## src/rtl/quad_updown_decoder.sv

```systemverilog
// rtl/quad_updown_decoder.sv - quadrature to step/direction decoder with 8-bit position count
// Optional per-phase glitch filter: define QDEC_FILTER_EN.
module quad_updown_decoder #(
  parameter int SYNC_STAGES = 2,
  parameter int FILT_LEN    = 3
) (
  input  logic       clk,
  input  logic       reset,
  input  logic       qa,
  input  logic       qb,
  input  logic       clr,
  output logic       step,
  output logic       ud,
  output logic [7:0] count,
  output logic       err
);

  if (SYNC_STAGES < 2 || SYNC_STAGES > 4) begin : g_bad_sync_stages
    $error("SYNC_STAGES must be 2..4");
  end
  if (FILT_LEN < 2 || FILT_LEN > 8) begin : g_bad_filt_len
    $error("FILT_LEN must be 2..8");
  end

  typedef enum logic {ST_PRIME, ST_TRACK} state_t;

  state_t                 state_q, state_d;
  logic [2:0]             prime_cnt_q, prime_cnt_d;
  logic [SYNC_STAGES-1:0] qa_sync_q, qa_sync_d;
  logic [SYNC_STAGES-1:0] qb_sync_q, qb_sync_d;
  logic [1:0]             p_q, p_d;
  logic                   step_q, step_d;
  logic                   ud_q, ud_d;
  logic [7:0]             count_q, count_d;
  logic                   err_q, err_d;
  logic [1:0]             raw_s;
  logic [1:0]             s;
  logic [1:0]             diff;
  logic                   dir_up;
  logic                   load_p;
  logic                   decode_en;

  // Synchroniser chains: shift the asynchronous phases in one stage per clock
  always_comb begin
    qa_sync_d = {qa_sync_q[SYNC_STAGES-2:0], qa};
    qb_sync_d = {qb_sync_q[SYNC_STAGES-2:0], qb};
    raw_s     = {qa_sync_q[SYNC_STAGES-1], qb_sync_q[SYNC_STAGES-1]};
  end

`ifdef QDEC_FILTER_EN
  logic [1:0]      filt_q, filt_d;
  logic [1:0][3:0] fcnt_q, fcnt_d;

  // Glitch filter: a phase flips only after FILT_LEN consecutive differing samples;
  // while priming it tracks the raw sample so a resting encoder is not seen as moving
  always_comb begin
    filt_d = filt_q;
    fcnt_d = fcnt_q;
    for (int i = 0; i < 2; i++) begin
      if (state_q == ST_PRIME) begin
        filt_d[i] = raw_s[i];
        fcnt_d[i] = 4'd0;
      end else if (raw_s[i] == filt_q[i]) begin
        fcnt_d[i] = 4'd0;
      end else if (fcnt_q[i] == 4'(FILT_LEN - 1)) begin
        filt_d[i] = raw_s[i];
        fcnt_d[i] = 4'd0;
      end else begin
        fcnt_d[i] = fcnt_q[i] + 4'd1;
      end
    end
  end

  // Filter state registers
  always_ff @(posedge clk or negedge reset) begin
    if (!reset) begin
      filt_q <= 2'b00;
      fcnt_q <= '0;
    end else begin
      filt_q <= filt_d;
      fcnt_q <= fcnt_d;
    end
  end

  assign s = (state_q == ST_PRIME) ? raw_s : filt_q;
`else
  assign s = raw_s;
`endif

  // Control state register
  always_ff @(posedge clk or negedge reset) begin
    if (!reset) begin
      state_q     <= ST_PRIME;
      prime_cnt_q <= 3'd0;
    end else begin
      state_q     <= state_d;
      prime_cnt_q <= prime_cnt_d;
    end
  end

  // Next state: stay in PRIME until the sync chain has refilled, then track forever
  always_comb begin
    state_d     = state_q;
    prime_cnt_d = prime_cnt_q;
    if (state_q == ST_PRIME) begin
      if (prime_cnt_q == 3'(SYNC_STAGES)) begin
        state_d = ST_TRACK;
      end else begin
        prime_cnt_d = prime_cnt_q + 3'd1;
      end
    end
  end

  // Control outputs: load p on the PRIME exit edge, decode only while tracking
  always_comb begin
    load_p    = (state_q == ST_PRIME) && (prime_cnt_q == 3'(SYNC_STAGES));
    decode_en = (state_q == ST_TRACK);
  end

  // Decoder: single-bit change is a step, double-bit change is an error;
  // for sample {a,b} the move is "up" exactly when new a differs from old b
  always_comb begin
    diff    = s ^ p_q;
    dir_up  = s[1] ^ p_q[0];
    p_d     = p_q;
    step_d  = 1'b0;
    ud_d    = ud_q;
    count_d = count_q;
    err_d   = err_q;
    if (load_p) begin
      p_d = s;
    end
    if (decode_en) begin
      p_d = s;
      if (diff == 2'b11) begin
        err_d = 1'b1;
      end else if (diff != 2'b00) begin
        step_d  = 1'b1;
        ud_d    = dir_up;
        count_d = dir_up ? count_q + 8'd1 : count_q - 8'd1;
      end
    end
    // clr beats a simultaneous step for count; step/ud still report the event
    if (clr) begin
      count_d = 8'd0;
      err_d   = 1'b0;
    end
  end

  // Datapath registers
  always_ff @(posedge clk or negedge reset) begin
    if (!reset) begin
      qa_sync_q <= '0;
      qb_sync_q <= '0;
      p_q       <= 2'b00;
      step_q    <= 1'b0;
      ud_q      <= 1'b0;
      count_q   <= 8'd0;
      err_q     <= 1'b0;
    end else begin
      qa_sync_q <= qa_sync_d;
      qb_sync_q <= qb_sync_d;
      p_q       <= p_d;
      step_q    <= step_d;
      ud_q      <= ud_d;
      count_q   <= count_d;
      err_q     <= err_d;
    end
  end

  assign step  = step_q;
  assign ud    = ud_q;
  assign count = count_q;
  assign err   = err_q;

endmodule
```

## config.mk

```make
export PLATFORM = sky130hd
export DESIGN_NAME = quad_updown_decoder
export DESIGN_NICKNAME = d
export VERILOG_FILES = /design/src/rtl/quad_updown_decoder.sv
export SDC_FILE = /design/constraint.sdc
export NUM_CORES = 1
export LEC_CHECK = 0
export CAP_MARGIN = 20
export CELL_PAD_IN_SITES_DETAIL_PLACEMENT = 1
export CELL_PAD_IN_SITES_GLOBAL_PLACEMENT = 2
export CORE_ASPECT_RATIO = 0.6
export CORE_UTILIZATION = 36
export CTS_CLUSTER_SIZE = 16
export DETAILED_ROUTE_END_ITERATION = 10
export PLACE_DENSITY_LB_ADDON = 0.1
export SYNTH_ARGS = -nofsm -noshare
export SYNTH_HDL_FRONTEND = slang
export SYNTH_SLANG_ARGS = --single-unit
export TNS_END_PERCENT = 10
```

## constraint.sdc

```tcl
create_clock -name clk -period 5.25 [get_ports clk]
set_input_delay 1.3125 -clock clk [delete_from_list [all_inputs] [get_ports clk]]
set_output_delay 1.3125 -clock clk [all_outputs]
set_load 0.01 [all_outputs]
```

* After elaboration in Yosys (flattened, before gate mapping)
Index checks and enable logic that the tools add are counted.
** Word-level totals
- Input port bits :: 5
- Logic and storage cells :: 45
- Register bits after elaboration :: 21
- Output and inout bits :: 11
** Operators by class
- Reduce and logical (&&, ||, !) cells :: 10
- Multiplexer cells :: 15
- Bitwise logic cells :: 5
- Add/sub/neg operators :: 3
- Equality and inequality tests :: 3
** Operators with widths (number)
- $mux 8 :: 5
- $reduce_bool 2->1 :: 5
- $add 8x1->8 const B :: 1
- $mux 1 :: 8
- $sub 8x1->8 const B :: 1
- $reduce_and 3->1 :: 2
- $mux 2 :: 2
- $reduce_and 2->1 :: 2
- $add 3x1->3 const B :: 1
- $eq 3x2->1 const B :: 1
- $not 1->1 :: 3
- $eq 2x2->1 const B :: 1
- $ne 2x2->1 const B :: 1
- $xor 2x2->2 :: 1
- $logic_and 1x1->1 :: 1
- $xor 1x1->1 :: 1

* Logic depth before layout (Yosys ltp)
- Depth in word-level cells :: 6
- Gate-level depth with buffers :: 9
- Gate-level depth less buffers :: 9

* Least setup slack after synthesis
OpenSTA, ideal clock, no wires.
- Kind :: register to register
- Start point :: register qa_sync_q[1]
- End point :: register count_q[7], in the netlist count[7]
- Data required time :: 5125 ps
- Cell stages (with the launch flop) :: 10
- Slack :: 2863 ps
- Setup time :: 125 ps
- Path buffers :: 0
- Data arrival time :: 2262 ps
- Cells stage by stage :: dfrtp_1 > xor2_2 > inv_2 > ha_1 > a31o_2 > a21oi_1 > o21ai_0 > nand3_1 > nand3_1 > mux2_4
** Between the ends
- Cells in the longest elaborated chain, start to end :: 6
- Elaborated cells on any way between the ends :: 12
- Classes of those cells :: 2 x eq/ne; 5 x mux; 2 x bitwise; 3 x reduce/logical
** Ends and longest elaborated chain
- start: declaration :: line 29 : logic [SYNC_STAGES-1:0] qa_sync_q, qa_sync_d;
- start signal: assignment :: line 161 : qa_sync_q <= qa_sync_d;
- $xor 1x1->1 :: line 124 : dir_up = s[1] ^ p_q[0];
- $mux 8 :: line 140 : count_d = dir_up ? count_q + 8'd1 : count_q - 8'd1;
- $mux 8 :: line 137 : end else if (diff != 2'b00) begin
- $mux 8 :: line 135 : if (diff == 2'b11) begin
- $mux 8 :: line 133 : if (decode_en) begin
- $mux 8 :: line 144 : if (clr) begin
- end signal: assignment :: line 166 : count_q <= count_d;
- end: declaration :: line 34 : logic [7:0] count_q, count_d;
Parallel ways exist; a longest one is shown, timed or not. The select of a mux whose other input is x is not followed.
A chain may end at the register's enable or synchronous reset.

* Worst setup path in the final report
Ends and elaborated chain as after synthesis.

==> metrics.txt <==
# TYPE chip_impl_metric gauge
chip_impl_info{name="result_of_the_run",value="complete, no violations"} 1
chip_impl_metric{name="setup_viol_count_final",unit=""} 0
chip_impl_metric{name="ioPinCount",unit=""} 16
chip_impl_metric{name="cp.required",unit="ns"} 5.40
chip_impl_metric{name="wl",unit="mm"} 2.54
chip_impl_metric{name="core-area",unit="mm2"} 0.00293
chip_impl_metric{name="gp_routability_congestion",unit=""} 0.727
chip_impl_metric{name="synth-edff-count",unit=""} 0
chip_impl_metric{name="drv_cap",unit=""} 0
chip_impl_info{name="tritoncts_clock_tree",value="yes"} 1
chip_impl_metric{name="ir_drop",unit="mV"} 0.175
chip_impl_metric{name="ctsResizeCount",unit=""} 0
chip_impl_info{name="most_frequent_cells_in_the_layout",value="21 x dfrtp_1, 15 x clkdlybuf4s50_1, 13 x nor2_1, 10 x a21oi_1, 9 x nand2_1"} 1
chip_impl_metric{name="final_max_slew_viol_count",unit=""} 0
chip_impl_info{name="synthDominantAreaCellType",value="dfrtp_1"} 1
chip_impl_metric{name="tritoncts.num_buffers",unit=""} 3
chip_impl_metric{name="placement_rows",unit=""} 15
chip_impl_metric{name="timing_worst_slew_pin_value",unit="ns"} 0.949
chip_impl_metric{name="synthesis.nets",unit=""} 128
chip_impl_metric{name="syn-cell-area",unit="mm2"} 0.00113
chip_impl_metric{name="clk_pin_slew",unit="ns"} 0.08
chip_impl_metric{name="largest_net_degree_at_the_start_of_global_routing",unit=""} 22
chip_impl_metric{name="cp_max_fo",unit=""} 10
chip_impl_metric{name="grt-ovfl-total",unit=""} 0
chip_impl_metric{name="postCtsSetupRepairBufs",unit=""} 0
chip_impl_metric{name="postRouteAntennaNets",unit=""} 0
chip_impl_metric{name="drc",unit=""} 0
chip_impl_metric{name="portBuffers",unit=""} 15
chip_impl_metric{name="synth-seq-area-share",unit=""} 0.465
chip_impl_metric{name="insertedDiodeCount",unit=""} 0
chip_impl_metric{name="hold_buffers_post_cts",unit=""} 0
chip_impl_info{name="hold_class",value="register to register"} 1
chip_impl_metric{name="clock_power_share",unit=""} 0.207
chip_impl_metric{name="design.final.nets",unit=""} 145
chip_impl_metric{name="seq_power_share",unit=""} 0.417
chip_impl_info{name="timing.setup.critical_path_class",value="register to register"} 1
chip_impl_metric{name="final_layout_setup_total_negative_slack",unit="ns"} 0
chip_impl_metric{name="share_of_total_power_in_combinational_logic",unit=""} 0.376
chip_impl_info{name="timing.hold.worst.start",value="qb_sync_q[0]$_DFF_PN0_"} 1
chip_impl_metric{name="area_share_of_the_leading_cell_type_in_the_synthesized_netlist",unit=""} 0.465
chip_impl_metric{name="cts.sinks",unit=""} 21
chip_impl_metric{name="post_synth_inst_count",unit=""} 115
chip_impl_info{name="synth.top_cells.by_area",value="dfrtp_1 47%, ha_1 8.9%, xnor2_1 5.4%"} 1
chip_impl_metric{name="antenna_found_initial",unit=""} 0
chip_impl_metric{name="fmax",unit="MHz"} 363
chip_impl_metric{name="worstHoldPathCells",unit=""} 0
chip_impl_info{name="hold-path-endpoint",value="qb_sync_q[1]$_DFF_PN0_"} 1
chip_impl_metric{name="number_of_distinct_library_cells_after_synthesis",unit=""} 31
chip_impl_metric{name="drt_iter0_markers",unit=""} 38
chip_impl_metric{name="grt_pass1_vias",unit=""} 859
chip_impl_metric{name="firstDrtPassIters",unit=""} 4
chip_impl_metric{name="yosys_warnings",unit=""} 0
chip_impl_metric{name="post_drt_via_cell_ratio",unit=""} 5.01
chip_impl_metric{name="die_area",unit="mm2"} 0.00337
chip_impl_metric{name="cts_htree_levels",unit=""} 1
chip_impl_metric{name="syn-mean-instance-area",unit="um2"} 9.82
chip_impl_metric{name="share_of_cells_above_drive_strength_1",unit=""} 0.107
chip_impl_info{name="end_kind",value="register"} 1
chip_impl_metric{name="netSwitchingFraction",unit=""} 0.349
chip_impl_metric{name="p_leak",unit="nW"} 0.583
chip_impl_metric{name="ff2ff_setup_slack",unit="ns"} 2.50
chip_impl_metric{name="period_utilization",unit=""} 0.525
chip_impl_metric{name="power.internal",unit="W"} 0.000332
chip_impl_metric{name="timing.reg2reg.worst_path_depth",unit=""} 9
chip_impl_metric{name="max-slew-margin-rel",unit=""} 0.366
chip_impl_metric{name="ctsLongestPathBuffers",unit=""} 2
chip_impl_metric{name="layout_min_cycle_time",unit="ns"} 2.75
chip_impl_metric{name="worst_skew_pair.late_latency",unit="ns"} 0.26
chip_impl_metric{name="die_h",unit="um"} 45.4
chip_impl_metric{name="avgRoutedWirePerCell",unit="um"} 14.7
chip_impl_metric{name="die_width",unit="um"} 74.3
chip_impl_metric{name="synthArstFlopShare",unit=""} 1.00
chip_impl_info{name="ys.flop_type",value="dfrtp_1"} 1
chip_impl_metric{name="pwr_density_cell",unit="mW/mm2"} 373
chip_impl_metric{name="grt.total_usage",unit=""} 0.176
chip_impl_metric{name="finalPower",unit="W"} 0.000510
chip_impl_metric{name="detailroute.via_count",unit=""} 867
chip_impl_metric{name="start_util",unit=""} 0.386
chip_impl_metric{name="netSwitchingPower",unit="W"} 0.000178
chip_impl_info{name="clock_root_buffer",value="clkbuf_8"} 1
chip_impl_metric{name="synth.ff_latch_count",unit=""} 21
chip_impl_info{name="timing.rr.end",value="count[7]$_DFFE_PN0P_"} 1
chip_impl_metric{name="report.final.hold_viol_count",unit=""} 0
chip_impl_metric{name="detailedPlacementHpwl",unit="mm"} 1.94
chip_impl_metric{name="setup_skew_after_layout",unit="ns"} 0.00182
chip_impl_info{name="layout_commonest_cell",value="dfrtp_1"} 1
chip_impl_info{name="grt_setup_unrepaired",value="no"} 1
chip_impl_metric{name="grt_pass1_wl",unit="mm"} 4.28
chip_impl_metric{name="cp.arrival",unit="ns"} 2.90
chip_impl_info{name="regToRegStartpoint",value="qa_sync_q[1]$_DFF_PN0_"} 1
chip_impl_info{name="startpoint_type",value="register"} 1
chip_impl_metric{name="syn2layout_area_growth",unit="%"} 20.9
[final cells by class]
class	instances	area, um2
clock inverter	1	5.00
sequential	21	526
multi-input combinational	83	562
clock buffer	3	41.3
inverter	8	30.0
timing repair buffer	15	150
tap	42	52.6
fill	346	1560
[metal layers]
layer  track usage  share of wire  up-vias
li1              -              -      420
met1         0.253           0.53      427
met2         0.271           0.41       18
met3        0.0531          0.050        2
met4        0.0226         0.0063        0
met5             0              0        -
[synthesized netlist by cell type (2+ instances only)]
master,number
o21ai_0,3
xor2_1,2
and2_1,2
nor3_1,2
nand3b_1,2
nor2_2,2
nand3_1,6
clkbuf_1,2
nand2_1,9
nor2_1,13
o31ai_1,2
o21ai_2,2
dfrtp_1,21
a21oi_1,10
ha_1,8
inv_1,7
mux2_2,2
xnor2_1,7
[per-stage QoR]
stage | cells | hold slack, ns | instance area (um2) | utilization | setup slack, ns
4_1_cts | 173 | 0.356 | 1370 | 0.467 | 2.49
2_1_floorplan | 115 | 0.331 | 1130 | - | 2.86
5_1_grt | 173 | 0.373 | 1370 | 0.467 | 2.31
3_5_place_dp | 169 | 0.337 | 1320 | 0.451 | 2.51
6_report | 173 | 0.353 | 1370 | 0.467 | 2.50
3_3_place_gp | 169 | 0.333 | 1320 | 0.451 | 2.54
[kinds of logic after synthesis]
logic type	share of synthesized area
multiplexers	0.0332
AND/OR/NAND/NOR	0.175
XOR/XNOR	0.0842
flip-flops	0.465
buffers and inverters	0.0377
AO/OA/AOI/OAI	0.116
adder cells (fa/ha/maj)	0.0886
[critical path, cell delays in order, from the launching register on]
cell     delay [ns]
dfrtp_1        0.44
xor2_2         0.50
inv_2          0.15
ha_1           0.39
a31o_2         0.26
a21oi_1        0.26
o21ai_0        0.14
nand3_1        0.10
nand3_1        0.10
mux2_4         0.31
[sequential cells by signal, indices dropped and copies added (netlist names)]
signal / cells
err: 1
qb_sync_q: 2
step: 1
count: 8
decode_en: 1
prime_cnt_q: 3
qa_sync_q: 2
ud: 1
p_q: 2
[worst max-delay path by stage]
stage,from,to,slack (ns),cells past startpoint
finish,qa_sync_q[1]$_DFF_PN0_,count[7]$_DFFE_PN0P_,2.50,9
floorplan,qa_sync_q[1]$_DFF_PN0_,count[7]$_DFFE_PN0P_,2.86,9
detailed placement,clr,count[6]$_DFFE_PN0P_,2.51,3
global route,qa_sync_q[1]$_DFF_PN0_,count[7]$_DFFE_PN0P_,2.31,9
CTS,qa_sync_q[1]$_DFF_PN0_,count[7]$_DFFE_PN0P_,2.49,9
global placement,clr,count[6]$_DFFE_PN0P_,2.54,3
[power groups by stage]
stage | registers [W] | logic [W] | clock network, W
final | 0.000213 | 0.000192 | 0.000106
after global routing | 0.000217 | 0.000215 | 0.000115
after CTS | 0.000213 | 0.000194 | 0.000109
after detailed placement | 0.000215 | 0.000193 | 0
after global placement | 0.000215 | 0.000191 | 0
after floorplan | 0.000217 | 0.000115 | 0
Note: power is estimated with default switching activity, not from simulation.
